$ cat src/rtl/cl_muxn_reg_pkg.sv
// Shared definitions for the one-hot select control blocks: output-buffer state,
// channel slicing, the illegal-select rule and the saturating counter.
package cl_muxn_reg_pkg;

   typedef enum logic {
      ST_EMPTY = 1'b0,
      ST_FULL  = 1'b1
   } buf_state_t;

   // Channel k lives at bits [k*dw +: dw] of the flattened data bus, channel 0 at the LSBs.
   function automatic int unsigned chan_lsb(input int unsigned ch, input int unsigned dw);
      return ch * dw;
   endfunction

   // A select is illegal when no bit or more than one bit is set.
   function automatic logic sel_illegal(input logic onehot, input logic zero);
      return zero || !onehot;
   endfunction

   // Saturating increment for a counter that is w bits wide (w <= 32).
   function automatic logic [31:0] sat_inc(input logic [31:0] cnt, input int unsigned w);
      logic [31:0] max_val;
      max_val = (w >= 32) ? 32'hFFFF_FFFF : ((32'd1 << w) - 32'd1);
      return (cnt >= max_val) ? max_val : cnt + 32'd1;
   endfunction

endpackage

$ cat src/rtl/cl_onehot_chk.sv
// Classifies a select vector as exactly-one-hot and/or all-zero.
module cl_onehot_chk #(
   parameter int NUM_CH = 4
) (
   input  logic [NUM_CH-1:0] i_sel,
   output logic              o_onehot,
   output logic              o_zero
);

   logic seen;
   logic multi;

   always_comb begin
      seen  = 1'b0;
      multi = 1'b0;
      for (int k = 0; k < NUM_CH; k++) begin
         if (i_sel[k]) begin
            if (seen) multi = 1'b1;
            seen = 1'b1;
         end
      end
      o_onehot = seen && !multi;
      o_zero   = !seen;
   end

endmodule

$ cat src/rtl/cl_muxn_reg.sv
// N-way one-hot data selector with a single registered output beat, valid/ready
// on both sides, and sticky logging of illegal selects.
module cl_muxn_reg
   import cl_muxn_reg_pkg::*;
#(
   parameter int NUM_CH     = 4,
   parameter int DATA_WIDTH = 5,
   parameter int ERR_CNT_W  = 8
) (
   input  logic                         i_clk,
   input  logic                         i_rst,
   input  logic [NUM_CH-1:0]            i_sel,
   input  logic                         i_sel_vld,
   output logic                         o_sel_rdy,
   input  logic [NUM_CH*DATA_WIDTH-1:0] i_data,
   output logic [DATA_WIDTH-1:0]        o_data,
   output logic                         o_vld,
   input  logic                         i_rdy,
   output logic                         o_err,
   output logic [NUM_CH-1:0]            o_err_sel,
   output logic [ERR_CNT_W-1:0]         o_err_cnt,
   input  logic                         i_err_clr
);

   // Handshake: a select transfers on any edge where i_sel_vld && o_sel_rdy;
   // an output beat transfers on any edge where o_vld && i_rdy. Neither side
   // may withdraw or change a presented beat before it transfers.

   buf_state_t            state;
   logic                  sel_onehot;
   logic                  sel_zero;
   logic                  accept;
   logic                  legal_acc;
   logic                  illegal_acc;
   logic [DATA_WIDTH-1:0] ch_data [NUM_CH];
   logic [DATA_WIDTH-1:0] sel_data;
   logic [31:0]           cnt_inc;

   cl_onehot_chk #(
      .NUM_CH (NUM_CH)
   ) u_onehot_chk (
      .i_sel    (i_sel),
      .o_onehot (sel_onehot),
      .o_zero   (sel_zero)
   );

   for (genvar k = 0; k < NUM_CH; k++) begin : g_slice
      assign ch_data[k] = i_data[chan_lsb(k, DATA_WIDTH) +: DATA_WIDTH];
   end

   // AND-OR mux; only meaningful when the select is one-hot.
   always_comb begin
      sel_data = '0;
      for (int k = 0; k < NUM_CH; k++) begin
         if (i_sel[k]) sel_data = sel_data | ch_data[k];
      end
   end

   assign o_vld       = (state == ST_FULL);
   assign o_sel_rdy   = !o_vld || i_rdy;
   assign accept      = i_sel_vld && o_sel_rdy;
   assign illegal_acc = accept && sel_illegal(sel_onehot, sel_zero);
   assign legal_acc   = accept && !sel_illegal(sel_onehot, sel_zero);
   assign cnt_inc     = sat_inc(32'(o_err_cnt), ERR_CNT_W);

   always_ff @(posedge i_clk) begin
      if (i_rst) begin
         state  <= ST_EMPTY;
         o_data <= '0;
      end else begin
         case (state)
            ST_EMPTY: begin
               if (legal_acc) begin
                  state  <= ST_FULL;
                  o_data <= sel_data;
               end
            end
            ST_FULL: begin
               // A legal accept here implies i_rdy, so the old beat leaves as the new one lands.
               if (legal_acc) begin
                  o_data <= sel_data;
               end else if (i_rdy) begin
                  state <= ST_EMPTY;
               end
            end
            default: state <= ST_EMPTY;
         endcase
      end
   end

   always_ff @(posedge i_clk) begin
      if (i_rst) begin
         o_err     <= 1'b0;
         o_err_sel <= '0;
         o_err_cnt <= '0;
      end else if (illegal_acc) begin
         // A simultaneous clear loses to the new error, which then counts as the first one.
         o_err <= 1'b1;
         if (!o_err || i_err_clr) o_err_sel <= i_sel;
         if (i_err_clr) o_err_cnt <= ERR_CNT_W'(1);
         else           o_err_cnt <= cnt_inc[ERR_CNT_W-1:0];
      end else if (i_err_clr) begin
         o_err     <= 1'b0;
         o_err_sel <= '0;
         o_err_cnt <= '0;
      end
   end

endmodule

$ cat config.mk
export PLATFORM = sky130hd
export DESIGN_NAME = cl_muxn_reg
export DESIGN_NICKNAME = d
export VERILOG_FILES = /design/src/rtl/cl_muxn_reg_pkg.sv /design/src/rtl/cl_onehot_chk.sv /design/src/rtl/cl_muxn_reg.sv
export SDC_FILE = /design/constraint.sdc
export NUM_CORES = 1
export LEC_CHECK = 0
export CORE_MARGIN = 10
export CORE_UTILIZATION = 40
export DETAILED_ROUTE_END_ITERATION = 8
export HOLD_SLACK_MARGIN = 0.03
export PLACE_DENSITY = 0.76
export SKIP_LAST_GASP = 1
export SYNTH_ARGS = -nofsm -noshare
export SYNTH_HDL_FRONTEND = slang
export SYNTH_SLANG_ARGS = --single-unit
$ cat constraint.sdc
create_clock -name i_clk -period 4.7 [get_ports i_clk]
set_input_delay 0.705 -clock i_clk [delete_from_list [all_inputs] [get_ports i_clk]]
set_output_delay 0.705 -clock i_clk [all_outputs]
set_load 0.01 [all_outputs]
---- Yosys cells after proc, flatten, opt, wreduce, memory -nomap -nowiden ----
Cells that the tools add are included.
storage, ports and cells
  memory bits (writable) .................. 0
  flip-flop bits (word level) ............. 19
  memories kept ........................... 0
  latch bits .............................. 0
  bits in read-only memories .............. 0
  input port bits ......................... 29
  word-level logic and storage cells ...... 55
cells by class
  shift operators ......................... 0
  equal/unequal tests ..................... 1
  bitwise gates (word level) .............. 4
  multiplexer cells ....................... 28
  magnitude comparators ................... 1
  div/mod/pow operators ................... 0
  add/sub/neg operators ................... 1
  multiply operators ...................... 0
  reductions and logical operators ........ 15
operators by type and width
  cell                                                      number
  2-to-1 mux 8 bit                                          4
  2-to-1 mux 5 bit                                          5
  2-to-1 mux 1 bit                                          15
  bitwise OR 5 bit                                          3
  2-to-1 mux 4 bit                                          3
  adder 8 x 1 -> 8 bit, second input constant               1
  greater-or-equal comparator 8 bit, second input constant  1
  logical NOT 1 bit                                         6
  logical AND 1 bit                                         4
  logical OR 1 bit                                          3
  != test 2 x 1 -> 1 bit, second input constant             1
  one-hot mux 1 bit (2 select lines)                        1
  AND reduction 2 bit                                       1
  nonzero test 2 bit                                        1
  NOT 1 bit                                                 1

---- Logic depth before layout (Yosys ltp) ----
  word-level depth ........................ 15
  depth in mapped cells ................... 6
  mapped depth without buffers ............ 5

---- Cells and area by module ----
From an unflattened synthesis, not the netlist that was laid out.
second synthesis, totals
  cells, all modules ...................... 108
  area, all modules ....................... 965.9 µm²
by module, submodules not included
  module         cells each  times used  seq. area each (µm²)  area an instance (µm²)
  cl_muxn_reg    102         1           380.4                 920.9
  cl_onehot_chk  6           1           0.0                   45.0

---- Worst setup path before layout ----
OpenSTA, ideal clock, no wires.
  path type ............................... in2reg
  start ................................... in i_sel[2]
  end ..................................... reg o_data[0]
  required time ........................... 4.560 ns
  buffers on the path ..................... 2
  setup slack ............................. 2.641 ns
  arrival ................................. 1.919 ns
  stages on the path ...................... 6
  setup time .............................. 0.140 ns
  cells stage by stage .................... buf_4 or4b_4 o311a_2 buf_6 nor2_8 a311oi_2
between the ends
  longest elaborated chain between the ends .. 9
  elaborated cells on any way between the ends .. 16
  those cells by class .................... 8 x mux; 1 x bitwise; 7 x reduce/logical
ends and longest elaborated chain
  item                    RTL line               text
  start: declaration      cl_muxn_reg.sv:12      input logic [NUM_CH-1:0] i_sel,
  2-to-1 mux 1 bit        cl_onehot_chk.sv:17    if (i_sel[k]) begin
  2-to-1 mux 1 bit        cl_onehot_chk.sv:18    if (seen) multi = 1'b1;
  2-to-1 mux 1 bit        cl_onehot_chk.sv:17
  logical NOT 1 bit       cl_onehot_chk.sv:22    o_onehot = seen && !multi;
  logical AND 1 bit       cl_onehot_chk.sv:22
  logical NOT 1 bit       cl_muxn_reg_pkg.sv:17  return zero || !onehot;
  logical OR 1 bit        cl_muxn_reg_pkg.sv:17
  logical NOT 1 bit       cl_muxn_reg.sv:63      assign legal_acc = accept && !sel_illegal(sel_onehot, sel_zero);
  logical AND 1 bit       cl_muxn_reg.sv:63
  end signal: assignment  cl_muxn_reg.sv:75      o_data <= sel_data;
  end signal: assignment  cl_muxn_reg.sv:81      o_data <= sel_data;
  end: declaration        cl_muxn_reg.sv:16      output logic [DATA_WIDTH-1:0] o_data,
Several ways; a longest one is shown, not always the timed one. The select of a mux whose other input is x is not followed.
A chain may end at the register's enable or synchronous reset.

---- Final worst setup path ----
  start ................................... in i_rdy
  end ..................................... out o_sel_rdy
between the ends
  longest elaborated chain between the ends .. 1
ends and longest elaborated chain
  item                RTL line           text
  start: declaration  cl_muxn_reg.sv:18  input logic i_rdy,
  logical OR 1 bit    cl_muxn_reg.sv:60  assign o_sel_rdy = !o_vld || i_rdy;
  end: declaration    cl_muxn_reg.sv:14  output logic o_sel_rdy,
No other way between the ends.

==> impl_metrics.py <==
metrics = {
    "run_status": {
        "status": "finished, final reports clean",
    },
    "synthesis": {
        "synth_cell_type_count": 41,
        "syn_inst": 121,
        "synth_edf_count": 0,
        "ys_seq_elements": 19,
        "ys_seq_area_share_pct": 32.83,
        "yosysWarnings": 0,
        "ys.flop_type": "dfxtp_1",
        "syn_avg_cell_area_um2": 9.575,
        "syn_area_um2": 1159,
        "ys_async_sr_fraction_pct": 0,
        "syn_nets": 151,
    },
    "final_layout": {
        "area_delta_synth_final_pct": 39.42,
        "layout_commonest_cell": "clkdlybuf4s50_1",
        "layout-drive-gt1-share_pct": 17.28,
        "antenna-diode-count": 0,
        "final_cell_area_um2": 1615,
        "fin_nets": 193,
        "instances_no_fill": 193,
        "final_cell_mix": "clkdlybuf4s50_1, dfxtp_1, a22oi_1",
        "final_util_pct": 58.58,
    },
    "routing": {
        "drc": 0,
        "drt-total-wl_um": 3299,
        "drt-initial-drc-count": 72,
        "postRouteAntennaNets": 0,
        "viasPerCell": 5.777,
        "routedWlPerCell_um": 17.09,
        "num_vias": 1115,
        "detail_route.first_pass.iterations": 4,
    },
    "critical_path": {
        "critPathLaunch": "i_rdy",
        "critPathMaxStageDelay_ps": 570,
        "cp_max_fo": 4,
        "worst_ep_arrival_time_ps": 1880,
        "timing.rr.start": "o_vld",
        "worst_path_most_repeated_cell": "clkdlybuf4s50_1",
        "cp-start-kind": "input port",
        "crit_slowest_cell": "clkdlybuf4s50_1",
        "worstSetupPathType": "input port to primary output",
        "cp_num_buf_inv": 2,
        "crit_path_cell_trace": "clkdlybuf4s50_1 > nand2b_1 > clkdlybuf4s50_1",
        "end_kind": "primary output",
        "cp_data_required_time_ps": 3990,
        "cp_top_family": "buffers and inverters",
    },
    "cts": {
        "cts_setup_buffers": 0,
        "clockBufferDepth": 2,
        "htree_levels": 1,
        "tritoncts": "built",
        "cts_resized": 0,
        "hold_buffers": 0,
        "cts_buffers": 3,
        "clock_latency_ps": 290,
        "path_clk_slew_ps": 110,
        "clock-sinks": 19,
        "root_buffer": "clkbuf_4",
    },
    "power": {
        "vdd_drop_max_uv": 156.8,
        "power_uw": 354.0,
        "p_per_area_nw_per_um2": 219.2,
        "leakage_nw": 0.5419,
    },
    "grt": {
        "gr-usage-all-layers_pct": 12.01,
        "grt_max_degree": 19,
        "grt_pass1_wl_um": 5382,
        "grt_overflow_total": 0,
        "grt_pass1_vias": 1201,
        "antenna_found_initial": 0,
    },
    "sta": {
        "clock.fmax_mhz": 387.5,
        "timing.slew.headroom_pct": 55.29,
        "post-route-period-util_pct": 54.90,
        "setup_violations": 0,
        "finalMaxSlewViolations": 0,
        "setup_tns_ps": 0,
        "layout_min_cycle_time_ps": 2580,
        "tightest_slew_ps": 668.6,
        "skew_ps": 5.268,
        "timing.hold.ws_ps": 497.9,
        "fin_ws_ps": 2120,
        "rsz0062_at_grt": "no",
        "hold_viol": 0,
    },
    "place": {
        "place_ws_ps": 1966,
        "gp_congestion": 0.8339,
        "io_buffers": 48,
        "place_area_um2": 1588,
        "post-place-cells": 189,
        "dp_hpwl_um": 2608,
    },
    "floorplan": {
        "die_area_um2": 5449,
        "initial_utilization_pct": 42.01,
        "die_h_um": 73.82,
        "core_um2": 2758,
        "rows": 19,
        "num_io_pins": 49,
        "dieWidth_um": 73.82,
    },
    "job": {
        "cap_viol_max_count": 0,
    },
    "worst_hold_path": {
        "hold_class": "register to register",
        "hp-start": "o_err_cnt[5]",
    },
}
## power by group
group	internal, mW	total (mW)	switching (mW)
logic	0.0520	0.0987	0.0467
clock network	0.0316	0.0819	0.0503
registers	0.168	0.173	0.00523
## layer usage
metal	share of wire, %	up-vias	track usage, %
li1	-	548	-
met1	40	516	13.16
met2	48	49	19.60
met3	12	2	6.326
met4	0.42	0	3.520
met5	0	-	0
## synthesized netlist by cell type, types with 2 or more instances
| master | count | area [um2] |
|---|---|---|
| buf_6 | 2 | 22.52 |
| or4b_4 | 2 | 27.53 |
| and2_1 | 2 | 12.51 |
| clkbuf_1 | 2 | 7.510 |
| a21oi_1 | 4 | 20.02 |
| or3b_2 | 4 | 35.03 |
| nor4_1 | 2 | 12.51 |
| a311oi_1 | 2 | 17.52 |
| o32ai_1 | 4 | 35.03 |
| o21ai_0 | 2 | 10.01 |
| a311oi_2 | 6 | 90.09 |
| nor2_1 | 5 | 18.77 |
| nand2b_1 | 2 | 12.51 |
| a21oi_2 | 5 | 43.79 |
| buf_2 | 3 | 15.01 |
| nor3_1 | 4 | 20.02 |
| a31oi_1 | 4 | 25.02 |
| a22oi_1 | 10 | 75.07 |
| nand3_1 | 4 | 20.02 |
| nand2_1 | 7 | 26.28 |
| inv_1 | 7 | 26.28 |
| dfxtp_1 | 19 | 380.4 |
## cell type report
class	instances	area, um2
fill	246	1142
multi-input combinational	84	661.9
timing repair buffer	48	480.5
sequential	19	380.4
tap	31	38.79
inverter	7	26.28
clock buffer	3	22.52
clock inverter	1	5.005
## worst min-delay path: stages, from the launching register on
cell and delay, ps:
dfxtp_1 340, inv_1 50, a221oi_1 60
## registers in the layout, summed over array words and instances, names as in the netlist
signal and flops:
o_err_cnt 8, o_err_sel 4, o_vld 1, o_data 5, o_err 1
## final timing paths
check	slack (ps)	depth (start not counted)	to
setup reg to reg	3040	4	o_err_sel[0]
hold reg to reg	500	2	o_err_cnt[5]
setup / recovery	2120	3	o_sel_rdy
hold / removal	500	2	o_err_cnt[5]
## kinds of logic after synthesis
| group | share of synthesized area, % |
|---|---|
| muxes | 0.8640 |
| AOI/OAI and AO/OA | 33.69 |
| xor gates and xnor gates | 0.7561 |
| and+or+nand+nor | 20.74 |
| buffers and inverters | 10.04 |
| adders and majority gates | 1.080 |
| DFF | 32.83 |
No activity file was read; power rests on OpenSTA's default activity.
==> variant, RTL diff (same settings) <==
`ERR_CNT_W`: 8 -> 7.
--- a/src/rtl/cl_muxn_reg.sv
+++ b/src/rtl/cl_muxn_reg.sv
@@ -6,5 +6,5 @@
    parameter int NUM_CH     = 4,
    parameter int DATA_WIDTH = 5,
-   parameter int ERR_CNT_W  = 8
+   parameter int ERR_CNT_W  = 7
 ) (
    input  logic                         i_clk,
Interface: changed (resized o_err_cnt); port bits go from 49 to 48. The function was not compared with the original's and may differ.
==> variant against the original RTL <==
Sequential cell count is 1 lower; cell area down 3.8%; non-clock buffer count is 1 lower; total power increased by 2.3%; largest cell class unchanged; routed wire length fell by 0.79%; setup slack lost 0.0090 ns; largest power group unchanged; sequential power fell by 5%; area after synthesis fell by 7.8%; die area is 5.7% lower.
==> variant: results (changes against the original RTL) <==
- The average via count per standard cell came to 5.87 (+1.7%).
- The internal power contribution is 261 uW (+3.8%).
- The clock period minus worst slack is 2.59 ns (+0.00904 ns).
- The maximum fanout along the worst path came to 6 (+2).
- The static leakage power is 0.000525 uW (-3.1%).
- The fraction of synthesized cell area in xor and xnor cells is 0.0410 (+0.0334).
- Yosys attributes the largest share of cell area to dfxtp_1 (34%), a21oi_1 (6.1%), a311oi_1 (4.9%), a221oi_1 (4.1%), a22o_1 (4.1%).
- In this run the critical register-to-register path is captured at o_err_cnt[0].
- The layout filler cell count is 239 (-2.8%).
- The share of the yosys chip area belonging to registers is 0.337 (+0.00894).
- The number of global-route vias before repair is 1195 (-0.50%).
- The HPWL after detailed placement is 2560 um (-1.8%).
- The layout buffering overhead excluding clock cells is 0.303 (+0.00529).
- The register-to-register setup slack is 3.17 ns (+0.13 ns).
- The via count is 1122 (+0.63%).
- The global-route wire length before repair is 5500 um (+2.2%).
- The worst slew margin relative to its limit is 0.592 (+0.0389).
- The run finished with clean final reports.
- The startpoint identified for the worst hold timing path is o_err.
- The count of inverters not on the clock network in the layout came to 1 (-6).
- The combined flip-flop and latch cell area is 360 sq um (-5.3%).
- The synthesized-area fraction occupied by ao, oa, aoi and oai cells is 0.329 (-0.00789).
- The per-cell routed wire length is 17.1 um (+0.25%).
- The number of port buffers is 47 (-2.1%).
- The share of final layout cell area taken by clock buffers and inverters is 0.0233 (+0.00631).
- The largest vdd supply drop was 0.174 mV (+11%).
- The proportion of cell area occupied by multi-input gates is 0.415 (+0.00570).
- The final weighted congestion of routability-driven global placement is 0.839 (+0.58%).
- The largest registers in the layout are o_err_cnt x7, o_data x5, o_err_sel x4.
- The clock buffer instance count of the final layout is 4 (+1).
- The hold path endpoint is o_err.
==> variant: per-stage QoR <==
stage / instance area [sq um] / power, uW / util / hold WS (ns) / setup slack, ns
after floorplan: 1070 / 223 / - / 0.517 / 2.85
after global placement: 1520 / 267 / 0.602 / 0.505 / 2.15
after detailed placement: 1520 / 269 / 0.602 / 0.501 / 2.11
after CTS: 1550 / 363 / 0.616 / 0.518 / 2.11
after global routing: 1550 / 380 / 0.616 / 0.555 / 2.06
final: 1550 / 362 / 0.616 / 0.526 / 2.11
==> variant: power groups by stage <==
stage | clock (uW) | sequential (uW) | combinational, uW
2_1_floorplan | 0 | 171 | 52.7
5_1_grt | 104 | 166 | 110
3_3_place_gp | 0 | 168 | 98.5
3_5_place_dp | 0 | 168 | 100
4_1_cts | 97.8 | 165 | 101
6_report | 97.0 | 165 | 100
==> variant: metal layers <==
metal  up-vias  share of wire  GRT usage
li1        540              -          -
met1       529           0.42      0.139
met2        49           0.45      0.213
met3         4           0.12     0.0689
met4         0         0.0076     0.0323
met5         -              0          0
